File: config.mk
export PLATFORM = sky130hd
export DESIGN_NAME = if_stage
export DESIGN_NICKNAME = d
export VERILOG_FILES = /design/src/rtl/if_stage.sv
export SDC_FILE = /design/constraint.sdc
export NUM_CORES = 1
export LEC_CHECK = 0
export CELL_PAD_IN_SITES_DETAIL_PLACEMENT = 1
export CELL_PAD_IN_SITES_GLOBAL_PLACEMENT = 2
export CORE_MARGIN = 3
export CORE_UTILIZATION = 36
export CTS_CLUSTER_DIAMETER = 40
export DETAILED_ROUTE_END_ITERATION = 16
export PLACE_DENSITY_LB_ADDON = 0.1
export SLEW_MARGIN = 20
export SYNTH_ARGS = -nofsm -noshare
export SYNTH_HDL_FRONTEND = slang
export SYNTH_SLANG_ARGS = --single-unit
File: constraint.sdc
create_clock -name clk -period 4.19 [get_ports clk]
set_input_delay 0.838 -clock clk [delete_from_list [all_inputs] [get_ports clk]]
set_output_delay 0.838 -clock clk [all_outputs]
set_load 0.005 [all_outputs]
File: src/rtl/if_stage.sv
// ---------------------------------------------------------------------------
// if_stage -- instruction fetch stage of the 2-slot VLIW core.
//
// Fetches one 32-bit bundle per cycle ([15:0] ALU slot, [31:16] MEM slot),
// drives the IF/ID (p1) pipeline register, applies EX-stage redirects and
// absorbs a response that lands while ID is stalled in a one-entry skid buffer.
//
// Optional feature macro: IF_PERF_COUNTERS_EN (adds fetch_count/stall_count).
//
// Ports
//   clk                   in   clock, rising edge
//   reset                 in   asynchronous, active-low reset
//   p1_pipeline_regWrite  in   1 = ID consumes p1 this cycle, 0 = p1 holds
//   redirect              in   taken branch/jump from EX
//   redirect_target       in   new PC (bits [1:0] forced to 0)
//   imem_req              out  fetch request
//   imem_addr             out  bundle address, stable until imem_ready
//   imem_ready            in   response valid this cycle
//   imem_rdata            in   bundle data
//   p1_aluInstr           out  ALU-slot instruction
//   p1_memInstr           out  MEM-slot instruction
//   p1_pc                 out  address of the bundle in p1
//   p1_pcPlus4            out  p1_pc + 4
//   p1_valid              out  p1 holds a real bundle
//   fetch_count           out  [IF_PERF_COUNTERS_EN] bundles delivered to ID
//   stall_count           out  [IF_PERF_COUNTERS_EN] cycles p1 valid but stalled
// ---------------------------------------------------------------------------
module if_stage #(
  parameter logic [31:0] RESET_PC  = 32'h0000_0000,
  parameter logic [15:0] NOP_INSTR = 16'h0000
) (
  input  logic        clk,
  input  logic        reset,
  input  logic        p1_pipeline_regWrite,
  input  logic        redirect,
  input  logic [31:0] redirect_target,
  output logic        imem_req,
  output logic [31:0] imem_addr,
  input  logic        imem_ready,
  input  logic [31:0] imem_rdata,
  output logic [15:0] p1_aluInstr,
  output logic [15:0] p1_memInstr,
  output logic [31:0] p1_pc,
  output logic [31:0] p1_pcPlus4,
  output logic        p1_valid
`ifdef IF_PERF_COUNTERS_EN
  ,
  output logic [31:0] fetch_count,
  output logic [31:0] stall_count
`endif
);

  typedef enum logic [1:0] {
    FETCH = 2'd0,
    FULL  = 2'd1,
    DRAIN = 2'd2
  } state_t;

  state_t      state;
  state_t      stateNext;
  logic [31:0] pc;
  logic [31:0] pcNext;
  logic [31:0] pcTarget;
  logic [31:0] addrReg;
  logic        reqReg;
  logic        bufValid;
  logic [31:0] bufData;
  logic [31:0] bufPc;
  logic        p1ValidReg;
  logic [31:0] p1BundleReg;
  logic [31:0] p1PcReg;
  logic [31:0] p1PcPlus4Reg;
  logic        fetchHit;
  logic        unusedTargetBits;

  // The low target bits are architecturally ignored.
  assign unusedTargetBits = ^redirect_target[1:0];
  assign pcTarget         = {redirect_target[31:2], 2'b00};

  // Only a response to a live (non-stale) request in FETCH is a real bundle.
  assign fetchHit = reqReg && imem_ready && (state == FETCH);

  always_comb begin
    stateNext = state;
    pcNext    = pc;
    if (redirect) begin
      pcNext = pcTarget;
      // A request still waiting for its response must be drained first.
      stateNext = (reqReg && !imem_ready) ? DRAIN : FETCH;
    end else begin
      case (state)
        FETCH: begin
          if (fetchHit) begin
            pcNext = pc + 32'd4;
            if (!p1_pipeline_regWrite) stateNext = FULL;
          end
        end
        FULL:    if (p1_pipeline_regWrite) stateNext = FETCH;
        DRAIN:   if (imem_ready) stateNext = FETCH;
        default: stateNext = FETCH;
      endcase
    end
  end

  always_ff @(posedge clk or negedge reset) begin
    if (!reset) begin
      state        <= FETCH;
      pc           <= RESET_PC;
      addrReg      <= RESET_PC;
      reqReg       <= 1'b0;
      bufValid     <= 1'b0;
      bufData      <= 32'd0;
      bufPc        <= 32'd0;
      p1ValidReg   <= 1'b0;
      p1BundleReg  <= {NOP_INSTR, NOP_INSTR};
      p1PcReg      <= 32'd0;
      p1PcPlus4Reg <= 32'd0;
    end else begin
      state  <= stateNext;
      pc     <= pcNext;
      reqReg <= (stateNext != FULL);
      // While draining, the bus must keep the stale address until its response.
      if (stateNext != DRAIN) addrReg <= pcNext;

      // Skid buffer: filled by a response that arrives while ID stalls.
      if (redirect) begin
        bufValid <= 1'b0;
      end else if (fetchHit && !p1_pipeline_regWrite) begin
        bufValid <= 1'b1;
        bufData  <= imem_rdata;
        bufPc    <= pc;
      end else if ((state == FULL) && p1_pipeline_regWrite) begin
        bufValid <= 1'b0;
      end

      // p1 register: redirect flushes; otherwise buffer > fresh data > bubble.
      if (redirect) begin
        p1ValidReg   <= 1'b0;
        p1BundleReg  <= {NOP_INSTR, NOP_INSTR};
        p1PcReg      <= 32'd0;
        p1PcPlus4Reg <= 32'd4;
      end else if (p1_pipeline_regWrite) begin
        if (bufValid) begin
          p1ValidReg   <= 1'b1;
          p1BundleReg  <= bufData;
          p1PcReg      <= bufPc;
          p1PcPlus4Reg <= bufPc + 32'd4;
        end else if (fetchHit) begin
          p1ValidReg   <= 1'b1;
          p1BundleReg  <= imem_rdata;
          p1PcReg      <= pc;
          p1PcPlus4Reg <= pc + 32'd4;
        end else begin
          p1ValidReg   <= 1'b0;
          p1BundleReg  <= {NOP_INSTR, NOP_INSTR};
          p1PcReg      <= 32'd0;
          p1PcPlus4Reg <= 32'd4;
        end
      end
    end
  end

  assign imem_req    = reqReg;
  assign imem_addr   = addrReg;
  assign p1_valid    = p1ValidReg;
  assign p1_aluInstr = p1BundleReg[15:0];
  assign p1_memInstr = p1BundleReg[31:16];
  assign p1_pc       = p1PcReg;
  assign p1_pcPlus4  = p1PcPlus4Reg;

`ifdef IF_PERF_COUNTERS_EN
  logic [31:0] fetchCountReg;
  logic [31:0] stallCountReg;

  // Counts reflect what ID does with the current p1 content this cycle.
  always_ff @(posedge clk or negedge reset) begin
    if (!reset) begin
      fetchCountReg <= 32'd0;
      stallCountReg <= 32'd0;
    end else begin
      if (p1ValidReg && p1_pipeline_regWrite)  fetchCountReg <= fetchCountReg + 32'd1;
      if (p1ValidReg && !p1_pipeline_regWrite) stallCountReg <= stallCountReg + 32'd1;
    end
  end

  assign fetch_count = fetchCountReg;
  assign stall_count = stallCountReg;
`endif

endmodule

=== Word level (Yosys, flattened, before mapping) ===
Index checks and enable logic that the tools add are counted.

* Bits in registers: 229
* Bits of input ports: 69
* Output and inout port bits: 130
* Word-level logic and storage cells: 58

* Add/sub/neg operators: 2
* Equality and inequality tests: 4
* Mux-type cells: 29
* Bitwise operators: 1
* Reduce and logical (&&, ||, !) cells: 11

{| class="wikitable"
|+ Operators by type and width
! cell !! number
|-
| $mux 32 || 15
|-
| $add 32x3->32 const B || 2
|-
| $mux 2 || 6
|-
| $mux 1 || 7
|-
| $pmux 2 s3 || 1
|-
| $logic_and 1x1->1 || 5
|-
| $reduce_bool 3->1 || 1
|-
| $eq 2x1->1 const B || 1
|-
| $eq 2x2->1 const B || 1
|-
| $logic_not 1->1 || 2
|-
| $logic_not 2->1 || 1
|-
| $ne 2x1->1 const B || 1
|-
| $ne 2x2->1 const B || 1
|-
| $reduce_and 2->1 || 1
|-
| $reduce_bool 2->1 || 1
|-
| $not 1->1 || 1
|}

=== Logic depth before layout (Yosys ltp) ===
* Depth in word-level cells: 6
* Depth in mapped cells: 9
* Depth with buffers taken out: 6

=== Worst setup path before layout ===
No wires, ideal clock.

* Path kind: input to register
* Start: input redirect
* End: register addrReg[27], in the netlist imem_addr[27]
* Setup time: 94 ps
* Data arrival time: 2,330 ps
* Required time: 4,096 ps
* Path slack: 1,766 ps
* Cell stages on the path: 8
* Path buffers: 3
* Cell sequence: clkbuf_1 or3b_2 a21o_1 inv_1 buf_2 buf_2 nor3_1 a211oi_1

* Word-level cells in the longest chain between the ends: 2
* Elaborated cells on any way between the ends: 3
* Classes of those cells: eq/ne (1); mux (2)

{| class="wikitable"
|+ RTL lines
! what !! RTL line !! source
|-
| start, declared || 35 || <nowiki>input logic redirect,</nowiki>
|-
| $mux 2 || 86 || <nowiki>if (redirect) begin</nowiki>
|-
| named net stateNext[1] || 60 || <nowiki>state_t stateNext;</nowiki>
|-
| $ne 2x2->1 || 123 || <nowiki>if (stateNext != DRAIN) addrReg <= pcNext;</nowiki>
|-
| end signal, assigned || 123 ||
|-
| end, declared || 64 || <nowiki>logic [31:0] addrReg;</nowiki>
|}

The timed path passes the listed nets, and every way through them passes these cells.
A chain may end at the register's enable or synchronous reset.

=== Worst setup path in the final report ===
* Start: input imem_ready
* End: register addrReg[14], in the netlist imem_addr[14]

* Elaborated cells on any way between the ends: 13
* Classes of those cells: eq/ne (1); mux (8); reduce/logical (4)

{| class="wikitable"
|+ RTL lines
! what !! RTL line !! source
|-
| start, declared || 39 || <nowiki>input logic imem_ready,</nowiki>
|-
| $logic_and 1x1->1 (2 in series) || 81 || <nowiki>assign fetchHit = reqReg && imem_ready && (state == FETCH);</nowiki>
|-
| $mux 32 || 93 || <nowiki>if (fetchHit) begin</nowiki>
|-
| $mux 32 || 91 || <nowiki>case (state)</nowiki>
|-
| $mux 32 || 86 ||
|-
| named net pcNext[14] || 62 || <nowiki>logic [31:0] pcNext;</nowiki>
|}

The timed path passes the listed nets, and every way through them passes these cells.

==> impl_metrics.json <==
{
  "status": "complete, no violations",
  "antenna_found_initial": 0,
  "ys_ff_latch": 227,
  "synthXorXnorAreaFrac_pct": 4.82,
  "r2r_start": "pc[3]$_DFF_PN0_",
  "syn_inst": 1094,
  "finalNetCount": 1330,
  "ys.flop_type": "dfrtp_1",
  "hp-class": "in2async",
  "port_buffers": 196,
  "std_cell_rows": 64,
  "r2r-end": "imem_addr[24]$_DFFE_PN0P_",
  "routedWlPerCell_um": 21.1,
  "hold_ws_ps": 350,
  "area_growth_pct": 32.6,
  "syn_area_um2": 11300,
  "synthSimpleGateAreaFrac_pct": 15.9,
  "crit_type": "in2reg",
  "globalplace.congestion": 0.807,
  "drive_gt1_share_pct": 14.8,
  "p_leak_nw": 5.97,
  "synth_enable_flop_cells": 0,
  "cts-resized-gates": 0,
  "setup_viol": 0,
  "post_cts_buffers": 0,
  "cts_max_path_buffers": 3,
  "io_pins": 199,
  "hold_viol": 0,
  "nFillCells": 3348,
  "holdBufCountCts": 0,
  "crit_fanout": 9,
  "start_util_pct": 36.6,
  "synth.avg_cell_area_um2": 10.3,
  "cts.clk_slew.worst_paths_ps": 50,
  "slew_headroom_pct": 31.4,
  "firstDrtPassIters": 5,
  "ir_drop_mv": 0.323,
  "rsz0062_at_grt": "false",
  "yosysSeqAreaShare_pct": 50.4,
  "yosysWarnings": 0,
  "track_usage_pct": 21.2,
  "power.density_nw_per_um2": 491,
  "first_iter_violations": 498,
  "startpoint": "imem_ready",
  "cts-htree-levels": 2,
  "clock_latency_ps": 520,
  "end_kind": "flip-flop",
  "r2r_slack_ps": 1380,
  "drc_errors": 0,
  "hpwl_um": 24300,
  "synthMuxAreaShare_pct": 10.6,
  "utilization_pct": 48.6,
  "tns_ps": 0,
  "die_w_um": 183,
  "dieHeight_um": 183,
  "fmax_ghz": 0.340,
  "viasPerCell": 5.45,
  "slew_violations": 0,
  "rr_worst_depth": 6,
  "grt_pass1_wl_um": 56900,
  "grt.overflow.total": 0,
  "dieArea_um2": 33500,
  "antenna_left": 0,
  "start_kind": "primary input",
  "grt_pass1_vias": 9624,
  "numCtsBuffers": 42,
  "synth_top_family_by_area": "simple AND/OR/NAND/NOR gates",
  "grt_start_max_net_pins": 105,
  "worstMarginPinSlew_ps": 1030,
  "synth-compound-area-share_pct": 13.9,
  "post-route-period-util_pct": 70.2,
  "required_ps": 4580,
  "core_um2": 30700,
  "arrival_ps": 3340,
  "async_reset_ff_share_pct": 100,
  "finalNonFillerCells": 1683,
  "diodes": 0,
  "synthAdderAreaFrac_pct": 0.333,
  "syn_nets": 1166,
  "total_power_mw": 7.34,
  "skew_ps": 14.6,
  "final.min_clock_period_ps": 2940,
  "cts_sinks": 227,
  "wirelength_um": 35600,
  "cts-root-buf": "clkbuf_16",
  "cts_tree": "yes",
  "maxCapViolCount": 0,
  "ys_types": 61,
  "num_vias": 9164,
  "dp.cells": 1610
}
where the power goes:
group	switching [mW]	total, mW	internal [mW]	leakage (nW)
Sequential	0.341	2.82	2.48	2.87
Clock	1.14	3.47	2.33	0.697
Combinational	0.479	1.04	0.566	2.39
metrics by stage:
step | worst slack (ps) | area, um^2
floorplan | 1770 | 11300
global placement | 804 | 13500
detailed placement | 729 | 13500
CTS | 1270 | 14900
global route | 1040 | 14900
finish | 1250 | 14900
metal layers:
| layer | vias to the layer above | track usage, % | share of wire, % |
|---|---|---|---|
| li1 | 4302 | - | - |
| met1 | 4606 | 33.2 | 51 |
| met2 | 206 | 31.0 | 43 |
| met3 | 50 | 3.05 | 3.8 |
| met4 | 0 | 5.03 | 1.9 |
| met5 | - | 0 | 0 |
state kept, by name, indices dropped and copies added (netlist names):
signal       flops
bufData         32
bufPc           32
bufValid         1
imem_addr       32
imem_req         1
p1BundleReg     32
p1_pc           32
p1_pcPlus4      30
p1_valid         1
pc              32
state            2
how the worst max path moves through the flow:
stage                                            to  slack (ps)  cells past startpoint
after floorplan           imem_addr[27]$_DFFE_PN0P_        1770                      8
after global placement    imem_addr[14]$_DFFE_PN0P_         800                      7
after detailed placement  imem_addr[14]$_DFFE_PN0P_         730                      7
after CTS                 imem_addr[14]$_DFFE_PN0P_        1270                      7
after global routing      imem_addr[14]$_DFFE_PN0P_        1040                      7
final                     imem_addr[14]$_DFFE_PN0P_        1250                      7
critical path, cell delays in order:
cell	delay, ps
clkdlybuf4s50_1	510
nand4bb_1	380
buf_4	330
nor4_2	620
a311o_1	270
nand3_1	100
mux2_2	280
area by class of cell:
| cell class | instances | area, um^2 | share of cell area, % |
|---|---|---|---|
| clock buffer | 52 | 1160 | 7.76 |
| clock inverter | 21 | 287 | 1.92 |
| inverter | 13 | 48.8 | 0.326 |
| multi-input combinational | 760 | 5150 | 34.4 |
| sequential | 227 | 5680 | 38.0 |
| tap | 396 | 495 | 3.31 |
| timing repair buffer | 214 | 2130 | 14.2 |
cells in the final DEF, fill, tap and decap left out, types with 4 or more instances in the layout:
cell             netlist  layout
a221o_1                7       7
buf_4                  3      17
nand4_1               22      22
mux2_2                79      79
xnor2_1               35      35
nand3_1               40      40
clkdlybuf4s50_1        0     193
clkinvlp_4             0       5
nor2_1                85      83
or4_1                  8       8
nor4_2                 4       4
and3_1                10      10
nand2_1              110     109
a31oi_1                4       4
o31ai_1                4       4
and4_1                14      14
inv_1                 13      13
o211ai_1              10      10
clkbuf_16              0      43
a22oi_1               49      49
and2_1                 7       7
clkbuf_8               0       5
nor4_1                 9       9
dfrtp_1              227     226
bufinv_16              0       6
nor3_1                22      22
nand2b_1               4       4
a21oi_1               12      12
o21ai_0               59      58
o221ai_1               4       4
clkbuf_1              62       4
or2_2                  5       5
xor2_1                27      27
a211oi_1              56      56
nor2b_1                5       5
mux2i_1               30      30
clkinv_2               0       5
cell families (layout without fill, tap and decap cells):
group | after synthesis | count (layout)
AOI/OAI and AO/OA | 226 | 226
xor gates and xnor gates | 62 | 62
adders and majority gates | 3 | 3
buffers and inverters | 107 | 300
DFF | 227 | 227
muxes | 109 | 109
and+or+nand+nor | 360 | 360
synthesized netlist by cell type, drive strengths merged, types with 10 or more instances:
cell type	number	area (um^2)
nor2	85	319
a211oi	56	420
buf	31	173
mux2	79	890
a22oi	49	368
and3	10	62.6
clkbuf	63	238
xnor2	35	307
nand3	41	210
nand4	23	150
o21ai	59	295
a21oi	12	60.1
mux2i	30	300
dfrtp	227	5680
o211ai	10	75.1
xor2	27	236
inv	13	48.8
nand2	110	413
and4	14	123
nor4	13	106
nor3	22	110
(Power assumes the default switching activity.)
